$ cat src/rtl/bram_result_reader.sv
// Streams BRAM1 result rows 0..count-1 out on a valid/ready port through a 2-entry FIFO.
// Optional running lane checksum output enabled by BRAM_READER_CHECKSUM_EN.
module bram_result_reader #(
  parameter int unsigned CNT_BIT  = 8,
  parameter int unsigned DWIDTH   = 128,
  parameter int unsigned AWIDTH   = 8,
  parameter int unsigned MEM_SIZE = 256
) (
  input  logic               clk,
  input  logic               reset_n,
  input  logic               start_run_i,
  input  logic [CNT_BIT-1:0] run_count_i,
  input  logic [DWIDTH-1:0]  q_b1_i,
  output logic [AWIDTH-1:0]  addr_b1_o,
  output logic               ce_b1_o,
  output logic               we_b1_o,
  output logic [DWIDTH-1:0]  d_b1_o,
  output logic               m_valid_o,
  input  logic               m_ready_i,
  output logic [DWIDTH-1:0]  m_data_o,
`ifdef BRAM_READER_CHECKSUM_EN
  output logic [31:0]        checksum_o,
`endif
  output logic               idle_o,
  output logic               run_o,
  output logic               done_o
);

  if (MEM_SIZE > (1 << AWIDTH)) begin : g_size_chk
    $error("MEM_SIZE exceeds the BRAM1 address space");
  end

  typedef enum logic [1:0] {StIdle, StRun, StDone} state_e;

  state_e             state_q, state_d;
  logic [CNT_BIT-1:0] cnt_q, issued_q, xfer_q;
  logic               inflight_q;
  logic [DWIDTH-1:0]  fifo_q [2];
  logic               wr_ptr_q, rd_ptr_q;
  logic [1:0]         occ_q;
  logic [AWIDTH-1:0]  addr_q;

  logic       start, issue, push, pop, last_xfer;
  logic [2:0] pending;

  assign start   = (state_q == StIdle) && start_run_i;
  assign push    = inflight_q;
  assign pop     = (occ_q != 2'd0) && m_ready_i;
  // Slots already claimed after this cycle: buffered rows plus the read in flight, minus a pop.
  assign pending = {1'b0, occ_q} + {2'b0, inflight_q} - {2'b0, pop};
  assign issue   = (state_q == StRun) && (issued_q < cnt_q) && (pending < 3'd2);
  assign last_xfer = pop && (xfer_q == cnt_q - CNT_BIT'(1));

  always_comb begin
    state_d = state_q;
    unique case (state_q)
      StIdle: begin
        if (start_run_i) state_d = (run_count_i != '0) ? StRun : StDone;
      end
      StRun: begin
        if (last_xfer) state_d = StDone;
      end
      StDone:  state_d = StIdle;
      default: state_d = StIdle;
    endcase
  end

  always_ff @(posedge clk or negedge reset_n) begin
    if (!reset_n) begin
      state_q    <= StIdle;
      cnt_q      <= '0;
      issued_q   <= '0;
      xfer_q     <= '0;
      inflight_q <= 1'b0;
      wr_ptr_q   <= 1'b0;
      rd_ptr_q   <= 1'b0;
      occ_q      <= 2'd0;
      addr_q     <= '0;
      for (int i = 0; i < 2; i++) fifo_q[i] <= '0;
    end else begin
      state_q    <= state_d;
      inflight_q <= issue;
      occ_q      <= occ_q + {1'b0, push} - {1'b0, pop};
      if (start) begin
        cnt_q    <= run_count_i;
        issued_q <= '0;
        xfer_q   <= '0;
      end
      if (issue) begin
        issued_q <= issued_q + CNT_BIT'(1);
        addr_q   <= AWIDTH'(issued_q);
      end
      if (push) begin
        fifo_q[wr_ptr_q] <= q_b1_i;
        wr_ptr_q         <= ~wr_ptr_q;
      end
      if (pop) begin
        rd_ptr_q <= ~rd_ptr_q;
        xfer_q   <= xfer_q + CNT_BIT'(1);
      end
    end
  end

  assign ce_b1_o   = issue;
  assign addr_b1_o = issue ? AWIDTH'(issued_q) : addr_q;
  assign we_b1_o   = 1'b0;
  assign d_b1_o    = '0;
  assign m_valid_o = (occ_q != 2'd0);
  assign m_data_o  = fifo_q[rd_ptr_q];
  assign idle_o    = (state_q == StIdle);
  assign run_o     = (state_q == StRun);
  assign done_o    = (state_q == StDone);

`ifdef BRAM_READER_CHECKSUM_EN
  logic [31:0] lane_sum, sum_q;

  always_comb begin
    lane_sum = '0;
    for (int i = 0; i < DWIDTH / 32; i++) lane_sum = lane_sum + m_data_o[32*i +: 32];
  end

  always_ff @(posedge clk or negedge reset_n) begin
    if (!reset_n) begin
      sum_q <= '0;
    end else if (start) begin
      sum_q <= '0;
    end else if (pop) begin
      sum_q <= sum_q + lane_sum;
    end
  end

  assign checksum_o = sum_q;
`endif

endmodule
$ cat config.mk
export PLATFORM = sky130hd
export DESIGN_NAME = bram_result_reader
export DESIGN_NICKNAME = d
export VERILOG_FILES = /design/src/rtl/bram_result_reader.sv
export SDC_FILE = /design/constraint.sdc
export NUM_CORES = 1
export LEC_CHECK = 0
export ABC_AREA = 1
export CORE_MARGIN = 5
export CORE_UTILIZATION = 40
export DETAILED_ROUTE_END_ITERATION = 10
export GPL_TIMING_DRIVEN = 0
export HOLD_SLACK_MARGIN = 0.02
export PLACE_DENSITY = 0.72
export SLEW_MARGIN = 20
export SYNTH_ARGS = -nofsm -noshare
export SYNTH_HDL_FRONTEND = slang
export SYNTH_SLANG_ARGS = --single-unit
$ cat constraint.sdc
create_clock -name clk -period 2.3 [get_ports clk]
set_input_delay 0.23 -clock clk [delete_from_list [all_inputs] [get_ports clk]]
set_output_delay 0.23 -clock clk [all_outputs]
set_load 0.05 [all_outputs]
==> impl_metrics.yaml <==
power:
  p_clk_frac: 0.168
  p_seq_frac: 0.284
  power_mw: 31.8
  p_int_mw: 15.7
  pwr-share-comb: 0.548
  p_sw_mw: 16.2
  power.density_nw_per_um2: 1660
  p_leak_nw: 10.4
  switching_share: 0.507
  irDropWorstVdd_mv: 1.23
synthesis:
  synth_cell_type_count: 31
  ys_seq_area_frac: 0.522
  netlist_area_um2: 14100
  yosysWarnings: 0
  synthCells: 1792
  avgSynthCellArea_um2: 7.89
  ys_ff_latch: 295
placement:
  placed_cells: 2657
  place_ws_ns: -1.51
  dp_hpwl_um: 30500
  io_buffers: 280
  globalplace.congestion: 0.883
  place_area_um2: 18300
grt:
  antenna_found_initial: 1
  grt_pass1_wl_um: 66100
  grt-ovfl-total: 0
  grt_start_max_net_pins: 104
  grt_pass1_vias: 12450
  track_usage: 0.209
die:
  core_um2: 34700
  start_util: 0.407
  die_h_um: 198
  die_w_um: 198
  die-area_um2: 39200
  ios: 410
  rows: 68
sta:
  slew_viol_final: 0
  layout_min_cycle_time_ns: 3.16
  finalCritPeriodShare: 1.37
  holdWs_ns: 0.301
  max_freq_ghz: 0.317
  rsz0062_at_grt: "true"
  worst_slack_ns: -0.858
  skew_ns: 0.0134
  timing_hold_violations_final: 0
  relSlewSlack: 0.479
  setup_tns_ns: -8.66
  setup-violations-final: 25
  tightest_slew_ns: 0.781
drt:
  vias_per_cell: 4.65
  drt-met1-wl_um: 17400
  antenna_left: 0
  wirelength_um: 42400
  vias: 12660
  highest_layer: "met4"
  drc: 0
  wl_met2_um: 20700
  wl_met3_um: 3100
  routedWlPerCell_um: 15.6
  first_iter_violations: 769
  dr.pass1.iters: 5
setup_path:
  arrival_ns: 2.93
  r2r-start: "occ_q[0]$_DFF_PN0_"
  startpoint: "occ_q[0]$_DFF_PN0_"
  critPathKind: "register to output port"
  critPathLaunchType: "register"
  critPathRequiredTime_ns: 2.07
  endpoint_kind: "output port"
  worstPathMaxFanout: 10
clocking:
  htreeDepth: 2
  clk_latency_ns: 0.50
  path_clk_slew_ns: 0.06
  cts-root-buf: "clkbuf_16"
  cts_sinks: 295
  cts_tree: "done"
  max-clock-path-buffers: 3
  numCtsBuffers: 35
layout:
  drive_above_1_share: 0.174
  stdcell_area_um2: 19200
  area_delta_synth_final_pct: 35.6
  instances_no_fill: 2724
  postLayoutCoreUtil: 0.553
  finalNetCount: 2398
run_status:
  status: "complete, but fails checks"
  violations: "negative setup slack"
hold_path:
  hp-start: "q_b1_i[9]"
  min_path_type: "input pin to register"
job:
  cap_viol_max_count: 0
[sequential cells by signal, indices dropped and copies added (netlist names), 2 cells and up]
signal / flops
occ_q: 2
issued_q: 8
cnt_q: 8
fifo_q: 256
state_q: 2
xfer_q: 8
addr_q: 8
[layout make-up]
type / count / area (µm²)
multi-input combinational: 1230 / 5460
tap: 455 / 569
sequential: 295 / 7380
timing repair buffer: 288 / 2520
buffer: 220 / 1460
antenna: 1 / 2.50
inverter: 175 / 659
clock buffer: 54 / 1060
clock inverter: 6 / 61.3
fill: 3242 / 15500
[layer usage]
metal  global-route usage  vias up
met5                    0        -
met4               0.0648        0
met3               0.0374       76
met2                0.353      469
met1                0.274     5948
li1                     -     6167
[worst max-delay path, stage by stage, from the launching register on]
cell and delay (ns):
dfrtp_1 0.40, nor2_4 0.17, nor2_4 0.07, ha_4 0.26
inv_2 0.04, ha_4 0.14, fa_2 0.35, xnor2_2 0.16
nor2_4 0.10, nand4_4 0.14, buf_8 0.20, nand2_1 0.12
o21ai_4 0.07, buf_4 0.19
[layout by cell type, fill, tap and decap left out, types with 5 or more instances in the layout]
cell type	Yosys	layout
buf_8	0	6
nor2_1	29	27
buf_2	13	99
nand2_1	727	711
clkdlybuf4s15_2	0	22
nand3_1	22	22
clkbuf_8	0	7
conb_1	1	129
ha_1	12	10
clkdlybuf4s18_2	0	9
inv_1	172	171
xnor2_1	6	5
buf_6	3	6
a21oi_1	12	12
clkbuf_1	70	55
dlygate4sd2_1	0	8
nand2_2	1	11
buf_4	129	139
clkbuf_4	0	21
dfrtp_1	295	294
o21ai_0	231	231
o21ai_4	0	5
clkbuf_16	0	37
clkdlybuf4s50_1	0	141
o21ai_1	43	38
xor2_1	5	5
nand2_8	0	6
[cell families (layout without fill, tap and decap cells)]
family | after synthesis | after routing | share of synthesized area
DFF | 295 | 295 | 0.522
AOI/OAI and AO/OA | 291 | 291 | 0.104
adders and majority gates | 13 | 13 | 0.0120
other | 1 | 130 | 0.000265
buffers and inverters | 395 | 743 | 0.142
xor gates and xnor gates | 11 | 11 | 0.00681
and+or+nand+nor | 786 | 786 | 0.213
[cell usage after synthesis]
master,number,area share
a21boi_1,1,0.00053
a21o_1,1,0.00053
a21oi_1,12,0.0042
a22o_1,1,0.00062
a31oi_1,1,0.00044
and3_1,1,0.00044
buf_1,5,0.0013
buf_2,13,0.0046
buf_4,129,0.068
buf_6,3,0.0024
clkbuf_1,70,0.019
conb_1,1,0.00027
dfrtp_1,295,0.52
fa_1,1,0.0014
ha_1,12,0.011
inv_1,172,0.046
inv_2,3,0.00080
nand2_1,727,0.19
nand2_2,1,0.00044
nand3_1,22,0.0078
nand4_1,1,0.00044
nand4_4,1,0.0015
nor2_1,29,0.0077
nor2_4,1,0.00080
nor3_1,2,0.00071
o21ai_0,231,0.082
o21ai_1,43,0.015
o31ai_1,1,0.00053
or2_1,1,0.00044
xnor2_1,6,0.0037
xor2_1,5,0.0031
[final timing paths]
| kind | slack (ns) | endpoint | cells after the start |
|---|---|---|---|
| min in group asynchronous | 0.36 | fifo_q[48]$_DFFE_PN0P_ | 2 |
| worst max register to register | -0.13 | issued_q[4]$_DFFE_PN0P_ | 14 |
| worst min register to register | 0.48 | fifo_q[47]$_DFFE_PN0P_ | 2 |
| worst min-delay path | 0.30 | fifo_q[137]$_DFFE_PN0P_ | 3 |
| max in group asynchronous | 0.97 | fifo_q[234]$_DFFE_PN0P_ | 3 |
| worst max-delay path | -0.86 | addr_b1_o[6] | 13 |
[power groups by stage]
stage	Sequential [mW]	Clock, mW	Combinational, mW
detailed placement	9.08	0	18.4
floorplan	8.75	0	12.5
global route	9.35	5.71	18.9
CTS	9.02	5.49	18.1
finish	9.04	5.35	17.5
global placement	9.00	0	18.2
[repair_timing]
action,CTS,global route
hold endpoints to repair,91,0
endpoints found under the setup margin,155,128
gates resized for setup,562,138
hold buffers,1,0
setup buffers,6,0
pin swaps,8,0
Note: power is estimated with default switching activity, not from simulation.
